<file path="src/rtl/sti_pkg.sv">
// Shared types and helpers for the STI parallel-to-serial transmitter.
package sti_pkg;

    typedef enum logic [1:0] {
        IDLE,
        LOAD,
        SHIFT,
        FINISH
    } state_t;

    localparam logic [1:0] LEN_HALF = 2'b00;
    localparam logic [1:0] LEN_FULL = 2'b01;
    localparam logic [1:0] LEN_1P5  = 2'b10;
    localparam logic [1:0] LEN_DBL  = 2'b11;

    function automatic int unsigned frame_bits(input logic [1:0] len, input int unsigned dw);
        case (len)
            LEN_HALF: return dw / 2;
            LEN_FULL: return dw;
            LEN_1P5:  return (3 * dw) / 2;
            default:  return 2 * dw;
        endcase
    endfunction

endpackage

</file>
<file path="src/rtl/sti_fifo.sv">
// Synchronous FIFO, DEPTH x W; head entry is visible on rdata with no read latency.
module sti_fifo #(
    parameter int unsigned W     = 21,
    parameter int unsigned DEPTH = 4
) (
    input  logic         clk,
    input  logic         rst,
    input  logic         push,
    input  logic         pop,
    input  logic [W-1:0] wdata,
    output logic [W-1:0] rdata,
    output logic         full,
    output logic         empty
);

    localparam int unsigned AW = $clog2(DEPTH);

    logic [W-1:0]  mem_q [DEPTH];
    logic [AW-1:0] wptr_q, rptr_q;
    logic [AW:0]   cnt_q;
    logic          do_push, do_pop;

    assign full    = (cnt_q == (AW+1)'(DEPTH));
    assign empty   = (cnt_q == '0);
    assign rdata   = mem_q[rptr_q];
    assign do_push = push && !full;
    assign do_pop  = pop && !empty;

    always_ff @(posedge clk) begin
        if (do_push) begin
            mem_q[wptr_q] <= wdata;
        end
    end

    always_ff @(posedge clk) begin
        if (rst) begin
            wptr_q <= '0;
            rptr_q <= '0;
            cnt_q  <= '0;
        end else begin
            if (do_push) wptr_q <= wptr_q + AW'(1);
            if (do_pop)  rptr_q <= rptr_q + AW'(1);
            case ({do_push, do_pop})
                2'b10:   cnt_q <= cnt_q + (AW+1)'(1);
                2'b01:   cnt_q <= cnt_q - (AW+1)'(1);
                default: cnt_q <= cnt_q;
            endcase
        end
    end

endmodule

</file>
<file path="src/rtl/sti_pser_fifo.sv">
// Buffered parallel-to-serial transmitter with per-word framing and end-of-stream handling.
// Optional trailing even-parity bit per frame when STI_PARITY_EN is defined.
module sti_pser_fifo #(
    parameter int unsigned DW    = 16,
    parameter int unsigned DEPTH = 4
) (
    input  logic          clk,
    input  logic          rst,
    input  logic          in_valid,
    output logic          in_ready,
    input  logic [DW-1:0] in_data,
    input  logic [1:0]    in_len,
    input  logic          in_fill,
    input  logic          in_msb,
    input  logic          in_low,
    input  logic          in_end,
    output logic          so_valid,
    output logic          so_data,
    output logic          so_last,
    output logic          done
);

    import sti_pkg::*;

    localparam int unsigned CW = $clog2(2*DW+1);
    localparam int unsigned EW = DW + 5;
    localparam int unsigned FW = 2 * DW;

    state_t        state_q, state_d;
    logic [FW-1:0] shreg_q, shreg_d;
    logic [CW-1:0] cnt_q, cnt_d;
    logic          msb_q, msb_d;
    logic          end_seen_q;
    logic          full, empty, push, pop;
    logic [EW-1:0] wdata, rdata;
    logic          tx_bit;

    logic [DW-1:0] e_data;
    logic [1:0]    e_len;
    logic          e_fill, e_msb, e_low;
    logic [CW-1:0] n_bits;
    logic [FW-1:0] frame_c, load_c;

`ifdef STI_PARITY_EN
    logic par_q, par_d;
`endif

    assign wdata    = {in_data, in_len, in_fill, in_msb, in_low};
    assign in_ready = !full && !end_seen_q && (state_q != FINISH);
    assign push     = in_valid && in_ready;

    sti_fifo #(
        .W     (EW),
        .DEPTH (DEPTH)
    ) u_fifo (
        .clk   (clk),
        .rst   (rst),
        .push  (push),
        .pop   (pop),
        .wdata (wdata),
        .rdata (rdata),
        .full  (full),
        .empty (empty)
    );

    assign {e_data, e_len, e_fill, e_msb, e_low} = rdata;

    // Frame built from the FIFO head; MSB-first frames are left-aligned so one shift direction per order suffices.
    always_comb begin
        n_bits  = CW'(frame_bits(e_len, DW));
        frame_c = '0;
        case (e_len)
            LEN_HALF: frame_c[DW/2-1:0] = e_low ? e_data[DW-1:DW/2] : e_data[DW/2-1:0];
            LEN_FULL: frame_c[DW-1:0]   = e_data;
            default:  frame_c = e_fill ? ({{DW{1'b0}}, e_data} << (n_bits - CW'(DW)))
                                       : {{DW{1'b0}}, e_data};
        endcase
        load_c = e_msb ? (frame_c << (CW'(FW) - n_bits)) : frame_c;
    end

`ifdef STI_PARITY_EN
    assign tx_bit = (cnt_q == '0) ? par_q : (msb_q ? shreg_q[FW-1] : shreg_q[0]);
`else
    assign tx_bit = msb_q ? shreg_q[FW-1] : shreg_q[0];
`endif

    always_comb begin
        state_d = state_q;
        shreg_d = shreg_q;
        cnt_d   = cnt_q;
        msb_d   = msb_q;
        pop     = 1'b0;
`ifdef STI_PARITY_EN
        par_d   = par_q;
`endif
        case (state_q)
            IDLE: begin
                if (!empty)          state_d = LOAD;
                else if (end_seen_q) state_d = FINISH;
            end
            LOAD: begin
                pop     = 1'b1;
                state_d = SHIFT;
            end
            SHIFT: begin
                if (cnt_q == '0) begin
                    if (!empty) pop = 1'b1;
                    else        state_d = IDLE;
                end else begin
                    shreg_d = msb_q ? (shreg_q << 1) : (shreg_q >> 1);
                    cnt_d   = cnt_q - CW'(1);
                end
            end
            default: state_d = FINISH;
        endcase

        if (pop) begin
            shreg_d = load_c;
            msb_d   = e_msb;
`ifdef STI_PARITY_EN
            cnt_d   = n_bits;
            par_d   = ^frame_c;
`else
            cnt_d   = n_bits - CW'(1);
`endif
        end
    end

    always_ff @(posedge clk) begin
        if (rst) begin
            state_q    <= IDLE;
            shreg_q    <= '0;
            cnt_q      <= '0;
            msb_q      <= 1'b0;
            end_seen_q <= 1'b0;
`ifdef STI_PARITY_EN
            par_q      <= 1'b0;
`endif
        end else begin
            state_q    <= state_d;
            shreg_q    <= shreg_d;
            cnt_q      <= cnt_d;
            msb_q      <= msb_d;
            end_seen_q <= end_seen_q | in_end;
`ifdef STI_PARITY_EN
            par_q      <= par_d;
`endif
        end
    end

    assign so_valid = (state_q == SHIFT);
    assign so_last  = so_valid && (cnt_q == '0);
    assign so_data  = so_valid && tx_bit;
    assign done     = (state_q == FINISH);

endmodule
</file>
<file path="config.mk">
export PLATFORM = sky130hd
export DESIGN_NAME = sti_pser_fifo
export DESIGN_NICKNAME = d
export VERILOG_FILES = /design/src/rtl/sti_pkg.sv /design/src/rtl/sti_fifo.sv /design/src/rtl/sti_pser_fifo.sv
export SDC_FILE = /design/constraint.sdc
export NUM_CORES = 1
export LEC_CHECK = 0
export ABC_AREA = 1
export CAP_MARGIN = 30
export CORE_AREA = 5 5 177 162
export CTS_BUF_LIST = sky130_fd_sc_hd__clkbuf_16
export CTS_CLUSTER_DIAMETER = 100
export CTS_CLUSTER_SIZE = 8
export DETAILED_ROUTE_END_ITERATION = 10
export DIE_AREA = 0 0 182 167
export GPL_TIMING_DRIVEN = 0
export HOLD_SLACK_MARGIN = 0.06
export SYNTH_ARGS = -nofsm -noshare
export SYNTH_HDL_FRONTEND = slang
export SYNTH_SLANG_ARGS = --single-unit
</file>
<file path="constraint.sdc">
create_clock -name clk -period 2.4 [get_ports clk]
set_input_delay 0.24 -clock clk [delete_from_list [all_inputs] [get_ports clk]]
set_output_delay 0.24 -clock clk [all_outputs]
set_load 0.02 [all_outputs]
</file>
==> results.py, run 1 <==
metrics = {
    "cells_and_area": {
        "fin_cells": 1484,
        "nFillCells": 2701,
        "nets": 1157,
        "multi_input_area_um2": 4089,
        "area_growth_pct": 26.65,
        "diodes": 0,
        "layout-drive-gt1-share_pct": 21.33,
        "fin_area_um2": 9896,
        "regArea_um2": 3551,
    },
    "logic_synthesis": {
        "yosysUniqueCellTypes": 38,
        "yosys.area.top_type": "edfxtp_1",
        "ys_seq_area_share_pct": 45.35,
        "async_flop_share_pct": 0,
        "synthesis.nets": 1080,
        "synth_common_cells": "nand2_1, nand3_1, edfxtp_1",
        "syn_inst": 1040,
        "netlist_area_um2": 7814,
        "yosysMostFrequentCell": "nand2_1",
        "yosys_most_used_dff": "edfxtp_1",
        "synth-seq-cells": 135,
        "ys_warn_count": 0,
        "synthTopCellsByArea": "edfxtp_1, nand2_1, dfxtp_1",
        "avgSynthCellArea_um2": 7.513,
        "synth_edf_count": 84,
        "synth_top_cell_area_share_pct": 32.28,
    },
    "clock_tree": {
        "clockRootBuffer": "clkbuf_16",
        "clkSinkCount": 135,
        "htreeDepth": 4,
        "cts.clk_slew.worst_paths_ns": 0.06,
        "cts_tree": "yes",
        "clk_latency_ns": 0.43,
        "clockBufferDepth": 2,
        "cts_made_buffers": 17,
    },
    "routing": {
        "finalWirelength_mm": 24.03,
        "drc_errors": 0,
        "dr.pass1.iters": 5,
        "drtIter0Drc": 695,
        "route.detailed.wl_per_inst_um": 16.19,
        "num_vias": 7442,
        "antenna_left": 0,
        "viasPerCell": 5.015,
    },
    "setup_path": {
        "start_kind": "flop",
        "worstPathRequired_ns": 2.75,
        "crit_arrival_ns": 2.81,
        "path_class": "reg2reg",
        "crit_fanout": 9,
        "endpoint_kind": "flop",
        "reg2reg_depth": 15,
    },
    "outcome": {
        "violations": "negative setup slack",
        "status": "finished with violations",
    },
    "timing": {
        "rsz0062_at_grt": "yes",
        "timing.final.crit_share_pct": 102.3,
        "setup_ws_ns": -0.05435,
        "final-setup-viol-count": 23,
        "worst_slew_pin_slew_ns": 0.7958,
        "slew_headroom_pct": 46.82,
        "period_minus_slack_ns": 2.454,
        "drv_slew": 0,
        "hold_violations": 0,
        "hold_slack_ns": 0.3816,
        "skew_ns": 0.009262,
        "fmax_mhz": 407.4,
    },
    "run": {
        "cap_violations": 0,
    },
    "floorplan": {
        "die-area_um2": 30390,
        "start_util_pct": 29.37,
        "die_h_um": 167,
        "die_w_um": 182,
        "core-area_um2": 26600,
        "rows": 57,
        "num_io_pins": 30,
    },
    "global_route": {
        "grt_pass1_wl_mm": 37.76,
        "overflow": 0,
        "antenna_found_initial": 0,
        "grt_pass1_vias": 6973,
        "grt_usage_pct": 15.76,
        "grt_max_degree": 22,
    },
    "placed_design": {
        "gp_congestion": 0.9887,
        "io_buffer_count": 29,
        "dp.cells": 1423,
        "hpwl_mm": 17.22,
        "placed_area_um2": 8678,
    },
    "min_path": {
        "min_path_cells": 3,
        "hp-class": "in2reg",
    },
    "power_and_ir_drop": {
        "powerDensity_nw_per_um2": 1083,
        "vdd_drop_max_mv": 0.6023,
        "leakagePower_uw": 0.004085,
    },
}
## critical path, cell delays in order (launching register included)
cell and delay, ns:
dfxtp_2 0.32, buf_6 0.12, inv_8 0.04, buf_12 0.12, a32oi_4 0.31, inv_2 0.11
ha_4 0.32, buf_4 0.12, buf_8 0.12, nand2_4 0.09, nand2_2 0.09, inv_4 0.07
nor2_4 0.17, buf_12 0.13, nand3_1 0.09, a21oi_1 0.13
## final cells by class
cell class | count | share of cell area (%)
well taps | 354 | 4.476
multi-input cells | 783 | 41.32
flip-flops and latches | 135 | 35.88
repair buffers | 67 | 6.423
clock inverters | 15 | 1.163
clock buffers | 17 | 4.299
inverters | 66 | 2.820
plain buffers | 47 | 3.616
## stage by stage
stage | setup slack, ns | utilization, % | setup TNS (ns) | power (uW)
after global routing | -0.1763 | 37.20 | -3.483 | 11430
final | -0.05435 | 37.20 | -0.6835 | 10720
after CTS | -0.05237 | 36.09 | -0.5066 | 10330
after floorplan | 0.005222 | - | 0 | 6339
after detailed placement | -0.6845 | 32.62 | -17.60 | 7532
after global placement | -0.6469 | 32.62 | -17.01 | 7518
## report_power, final
part	switching (uW)	internal, uW	leakage [uW]
logic	3280	1840	0.00264
clock network	1000	1400	0.000264
registers	296	2900	0.00119
total	4580	6150	0.00408
## cell usage in the layout, fill, tap and decap left out, types with 19 or more instances in the layout
cell / synthesis / layout
dfxtp_1: 51 / 47
inv_1: 53 / 51
clkdlybuf4s50_1: 0 / 29
nand3_2: 6 / 19
edfxtp_1: 84 / 84
buf_4: 11 / 38
o21ai_0: 67 / 65
nand3_1: 116 / 101
nand2_2: 13 / 52
nand2_1: 428 / 384
a21oi_1: 54 / 42
## logic make-up (layout without fill, tap and decap cells)
kind of cell / Yosys count / count (layout) / share of synthesized area (%)
compound gates: 160 / 160 / 11.63
simple gates: 608 / 608 / 32.75
flops: 135 / 135 / 45.35
buf+inv: 122 / 212 / 7.782
fa+ha+maj: 15 / 15 / 2.498
## state kept, by name, summed over array words and instances, names as in the netlist, named ones only
signal and count:
cnt_q 6, end_seen_q 1, msb_q 1, shreg_q 32, state_q 2, u_fifo.cnt_q 3, u_fifo.mem_q 84, u_fifo.rptr_q 2
u_fifo.wptr_q 2
## worst paths after layout
path / startpoint / to / slack [ns]
hold reg to reg: u_fifo.rptr_q[1] / flop / 0.47
setup / recovery: flop / shreg_q[12] / -0.05
hold / removal: in_end / end_seen_q / 0.38
setup reg to reg: flop / shreg_q[12] / -0.05
## per-layer routing
metal  GRT usage (%)  vias up  routed length (um)  share of wire (%)
met4           6.036        0                 682                2.8
met3           2.748       46                1642                6.8
met5               0        -                   0                  0
met2           23.88      276               10500                 44
li1                -     3622                   -                  -
met1           22.44     3498               11200                 47
## repair_timing
action / 4_1_cts / 5_1_grt
hold buffers: 0 / 0
pin swaps: 18 / 23
endpoints found under the setup margin: 36 / 33
gates resized for setup: 71 / 56
cloned: 1 / 0
buffers inserted: 23 / 15
No activity file was read; power rests on OpenSTA's default activity.
==> inputs of run 2 (changes only) <==
CORE_AREA = 5 5 138 140   (was 5 5 177 162)
DIE_AREA = 0 0 143 145   (was 0 0 182 167)
==> run 2 against run 1 <==
The flow still finishes with violations (negative setup slack). Register-to-register slack got worse by 0.12 ns. Combinational power rose by 12%. Clock-buffer cell count did not move.
==> results.py, run 2 (synthesis results as in run 1) <==
metrics = {
    "power_and_ir_drop": {
        "p_int_uw": 6386,
        "netSwitchingFraction_pct": 44.20,
        "p_sw_uw": 5059,
        "p_seq_share_pct": 28.0,
        "p_clk_share_pct": 21.8,
        "powerDensity_nw_per_um2": 1123,
        "leakagePower_uw": 0.004264,
        "power_uw": 11440,
        "combPwrFrac_pct": 50.2,
        "vdd_drop_max_mv": 0.7337,
    },
    "timing": {
        "rsz0062_at_grt": "yes",
        "skew_ns": 0.01175,
        "period_minus_slack_ns": 2.574,
        "drv_slew": 0,
        "fmax_mhz": 388.5,
        "timing.final.crit_share_pct": 107.2,
        "slew_headroom_pct": 46.83,
        "setup_ws_ns": -0.1737,
        "worst_slew_pin_slew_ns": 0.7956,
        "hold_violations": 0,
        "final-setup-viol-count": 27,
    },
    "clock_tree": {
        "clkSinkCount": 135,
        "cts_hold_buf": 0,
        "clk_latency_ns": 0.44,
        "cts_tree": "yes",
        "htreeDepth": 4,
        "clockRootBuffer": "clkbuf_16",
        "cts_made_buffers": 17,
        "cts.clk_slew.worst_paths_ns": 0.06,
        "clockBufferDepth": 2,
    },
    "cells_and_area": {
        "final_common_cell": "nand2_1",
        "top_register": "u_fifo.mem_q",
        "largest_reg_flops": 84,
        "nets": 1168,
        "layout_common_cells": "nand2_1, edfxtp_1, nand3_1, o21ai_0, nand2_2",
        "diodes": 0,
        "area_growth_pct": 30.41,
        "top_regs": "u_fifo.mem_q (84), shreg_q (32), cnt_q (6)",
        "layout-drive-gt1-share_pct": 26.12,
    },
    "run": {
        "cap_violations": 0,
    },
    "routing": {
        "num_vias": 7493,
        "wl_met3_mm": 1.507,
        "route.detailed.wl_per_inst_um": 17.95,
        "drc_errors": 0,
        "viasPerCell": 5.469,
        "wl_met2_mm": 11.51,
        "dr.pass1.iters": 6,
        "route.layer.met1.wl_mm": 10.75,
        "drtIter0Drc": 581,
        "highest_layer": "met4",
        "finalWirelength_mm": 24.59,
        "antenna_left": 0,
    },
    "global_route": {
        "antenna_found_initial": 0,
        "grt_max_degree": 22,
        "overflow": 0,
        "grt_pass1_vias": 6841,
        "grt_usage_pct": 23.22,
        "grt_pass1_wl_mm": 37.36,
    },
    "setup_path": {
        "crit_buf_inv": 6,
        "crit_arrival_ns": 2.94,
        "endpoint_kind": "flop",
        "reg2reg_depth": 18,
        "cp_top_family": "simple AND/OR/NAND/NOR gates",
        "reg2reg_slack_ns": -0.17,
        "cp_slowest_cell": "dfxtp_4",
        "max_stage_delay_ns": 0.41,
        "path_class": "reg2reg",
        "r2r_end": "shreg_q[25]",
        "cp_num_cells": 18,
        "start_kind": "flop",
        "worstPathRequired_ns": 2.77,
        "crit_fanout": 4,
        "crit_chain": "inv_8 > buf_12 > a32oi_4 > inv_2 > buf_6 > ha_4 > inv_4 > nand2_4 > nor2_4 > nand3_4 > nor2_4 > buf_6 > nand3_1 > nand2_1 > nor2_1 > nand2_1 > nand2_2 > a21oi_2",
    },
    "floorplan": {
        "die_h_um": 145,
        "die-area_um2": 20740,
        "die_w_um": 143,
        "core-area_um2": 17720,
        "start_util_pct": 44.10,
        "num_io_pins": 30,
        "rows": 49,
    },
    "min_path": {
        "hold_path_end": "end_seen_q",
        "min_from": "in_end",
        "hp-class": "in2reg",
        "min_path_cells": 3,
    },
    "placed_design": {
        "place_ws_ns": -0.7181,
        "io_buffer_count": 29,
        "hpwl_mm": 16.68,
        "gp_congestion": 0.9572,
    },
    "outcome": {
        "status": "finished with violations",
        "violations": "negative setup slack",
    },
}
[run 2: changes by cell type in the layout (fill, tap and decap cells not counted), sizes merged]
cell and change:
clkinv -4, buf +11, clkinvlp -1, inv +6, bufinv -1
[run 2: per-layer routing]
| layer | vias to the layer above | track usage [%] |
|---|---|---|
| li1 | 3651 | - |
| met1 | 3479 | 31.57 |
| met2 | 297 | 36.35 |
| met3 | 66 | 4.837 |
| met4 | 0 | 8.935 |
| met5 | - | 0 |
[run 2: worst register-to-register path: stages (launching register included)]
cell and delay, ns:
dfxtp_4 0.41, inv_8 0.05, buf_12 0.13, a32oi_4 0.32, inv_2 0.12, buf_6 0.14, ha_4 0.15, inv_4 0.06
nand2_4 0.06, nor2_4 0.12, nand3_4 0.11, nor2_4 0.19, buf_6 0.13, nand3_1 0.10, nand2_1 0.08, nor2_1 0.05
nand2_1 0.09, nand2_2 0.08, a21oi_2 0.11
[run 2: through the flow]
| step | instances | hold WS, ns | area, um^2 | TNS (ns) | util [%] |
|---|---|---|---|---|---|
| floorplan | 1040 | 0.3091 | 7945 | 0 | - |
| global placement | 1298 | 0.4529 | 8522 | -20.01 | 48.10 |
| detailed placement | 1298 | 0.4627 | 8522 | -19.96 | 48.10 |
| CTS | 1351 | 0.3551 | 9726 | -1.508 | 54.89 |
| global route | 1370 | 0.3726 | 10190 | -5.637 | 57.51 |
| finish | 1370 | 0.3611 | 10190 | -2.236 | 57.51 |
[run 2: timing repair]
| item | 4_1_cts | 5_1_grt |
|---|---|---|
| pin swaps | 32 | 42 |
| endpoints found under the setup margin | 36 | 36 |
| buffers inserted | 27 | 23 |
| gates cloned | 1 | 0 |
| gates resized for setup | 125 | 81 |
[run 2: how the worst max path moves through the flow]
stage,to,slack [ns]
after floorplan,shreg_q[29],0.005
final,shreg_q[25],-0.17
after global routing,shreg_q[25],-0.26
after detailed placement,shreg_q[12],-0.72
after CTS,shreg_q[18],-0.11
after global placement,shreg_q[10],-0.74
[run 2: cell type report]
class                           instances  area (um^2)
Timing Repair Buffer                   79        753.2
Sequential cell                       135         3556
Inverter                               66        289.0
Multi-Input combinational cell        783         4395
Tap cell                              229        286.5
Buffer                                 46        351.6
Clock buffer                           17        425.4
Fill cell                            1612         7528
Clock inverter                         15        132.6
[run 2: power groups by stage]
stage                     Sequential (uW)  Clock (uW)  Combinational [uW]
final                                3200        2490                5750
after global routing                 3250        2640                6200
after CTS                            3170        2530                5040
after detailed placement             3200           0                4350
after global placement               3210           0                4330
after floorplan                      3120           0                3220
==> inputs of run 3 (changes only) <==
CTS_BUF_LIST = not set   (was sky130_fd_sc_hd__clkbuf_16)
RECOVER_POWER = 100   (was not set)
==> run 3 against run 2 <==
The run still ends with negative setup slack left. Worst setup slack got worse by 0.017 ns. Sequential power barely moved. Non-clock buffer count did not move. Maximum frequency fell by 0.64%. Highest routed layer unchanged.
==> results.py, run 3 (synthesis results as in run 1) <==
metrics = {
    "setup_path": {
        "max_stage_delay_ns": 0.41,
        "worstPathRequired_ns": 2.77,
        "endpoint_kind": "flop",
        "crit_fanout": 4,
        "start_kind": "flop",
        "reg2reg_depth": 18,
        "path_class": "reg2reg",
        "r2r_end": "shreg_q[25]",
        "cp_slowest_cell": "dfxtp_4",
        "endpoint": "shreg_q[25]",
        "crit_arrival_ns": 2.96,
        "crit_chain": "inv_8 > buf_12 > a32oi_4 > inv_2 > buf_6 > ha_4 > inv_4 > nand2_4 > nor2_4 > nand3_4 > nor2_4 > buf_6 > nand3_1 > nand2_1 > nor2_1 > nand2_1 > nand2_2 > a21oi_2",
        "reg2reg_slack_ns": -0.19,
    },
    "clock_tree": {
        "clockRootBuffer": "clkbuf_16",
        "cts.clk_slew.worst_paths_ns": 0.06,
        "clockBufferDepth": 2,
        "htreeDepth": 4,
        "clkSinkCount": 135,
        "cts_tree": "yes",
        "clk_latency_ns": 0.44,
        "cts_made_buffers": 17,
    },
    "routing": {
        "route.detailed.wl_per_inst_um": 17.99,
        "drc_errors": 0,
        "viasPerCell": 5.496,
        "num_vias": 7529,
        "dr.pass1.iters": 5,
        "drtIter0Drc": 582,
        "antenna_left": 0,
        "finalWirelength_mm": 24.65,
    },
    "placed_design": {
        "hpwl_mm": 16.68,
        "io_buffer_count": 29,
        "placed_area_um2": 8522,
        "gp_congestion": 0.9572,
        "place_ws_ns": -0.7181,
    },
    "global_route": {
        "grt_pass1_vias": 6841,
        "grt_usage_pct": 23.22,
        "grt_pass1_wl_mm": 37.36,
        "grt_max_degree": 22,
        "overflow": 0,
        "antenna_found_initial": 0,
    },
    "timing": {
        "slew_headroom_pct": 46.52,
        "setup_ws_ns": -0.1904,
        "worst_slew_pin_slew_ns": 0.8003,
        "final-setup-viol-count": 30,
        "drv_slew": 0,
        "timing.final.crit_share_pct": 107.9,
        "hold_violations": 0,
        "skew_ns": 0.01388,
        "fmax_mhz": 386.0,
        "rsz0062_at_grt": "yes",
        "period_minus_slack_ns": 2.590,
    },
    "run": {
        "cap_violations": 0,
    },
    "cells_and_area": {
        "final_common_cell": "nand2_1",
        "layout_common_cells": "nand2_1, edfxtp_1, nand3_1, o21ai_0, nand2_2",
        "top_register": "u_fifo.mem_q",
        "top_regs": "u_fifo.mem_q (84), shreg_q (32), cnt_q (6)",
        "fin_area_um2": 10150,
        "largest_reg_flops": 84,
        "nets": 1168,
        "diodes": 0,
        "layout-drive-gt1-share_pct": 25.59,
        "area_growth_pct": 29.94,
    },
    "power_and_ir_drop": {
        "vdd_drop_max_mv": 0.7374,
        "leakagePower_uw": 0.004271,
        "powerDensity_nw_per_um2": 1118,
    },
    "floorplan": {
        "die-area_um2": 20740,
        "die_w_um": 143,
        "die_h_um": 145,
        "rows": 49,
        "num_io_pins": 30,
        "core-area_um2": 17720,
        "start_util_pct": 44.10,
    },
    "outcome": {
        "status": "finished with violations",
        "violations": "negative setup slack",
    },
    "min_path": {
        "hp-class": "in2reg",
    },
}
-- run 3: worst min-delay path by stage --
stage	from	end	slack (ns)	cells after the start
5_1_grt	in_end	end_seen_q	0.37	3
3_3_place_gp	u_fifo.rptr_q[1]	u_fifo.rptr_q[1]	0.45	2
6_report	in_end	end_seen_q	0.36	3
4_1_cts	in_end	end_seen_q	0.36	3
3_5_place_dp	u_fifo.rptr_q[1]	flop	0.46	2
2_1_floorplan	rst	msb_q	0.31	1
-- run 3: repair_timing --
item / CTS / global route
cloned: 1 / 0
hold buffers: 0 / 0
pin swaps: 32 / 42
setup buffers: 27 / 23
gates resized for setup: 125 / 81
endpoints found under the setup margin: 36 / 36
-- run 3: routing by layer --
metal  track usage [%]  routed length (um)  vias up
met2             36.35               11490      313
li1                  -                   -     3647
met3             4.837                1515       68
met5                 0                   0        -
met1             31.57               10780     3501
met4             8.935                 860        0
-- run 3: layout make-up --
class | instances | area (um^2)
plain buffers | 46 | 351.6
inverters | 66 | 289.0
fillers | 1622 | 7565
multi-input cells | 783 | 4367
flip-flops and latches | 135 | 3552
repair buffers | 79 | 749.5
clock inverters | 15 | 132.6
clock buffers | 17 | 425.4
well taps | 229 | 286.5
-- run 3: report_power, final --
part | switching, uW | internal, uW
Clock | 1130 | 1360
Combinational | 3590 | 2080
Sequential | 302 | 2900
-- run 3: worst max-delay path, delay by kind of cell (launching register included) --
family	cells	cell delay, ns
DFF	1	0.41
AOI/OAI and AO/OA	2	0.44
adders and majority gates	1	0.15
buffers and inverters	6	0.63
and+or+nand+nor	9	0.87
-- run 3: through the flow --
stage | hold WS (ns) | utilization [%] | setup TNS (ns) | total power (uW) | std cells
floorplan | 0.3091 | - | 0 | 6339 | 1040
global placement | 0.4529 | 48.10 | -20.01 | 7537 | 1298
detailed placement | 0.4627 | 48.10 | -19.96 | 7555 | 1298
CTS | 0.3551 | 54.89 | -1.508 | 10740 | 1351
global route | 0.3726 | 57.31 | -6.463 | 12010 | 1370
finish | 0.3598 | 57.31 | -2.424 | 11360 | 1370
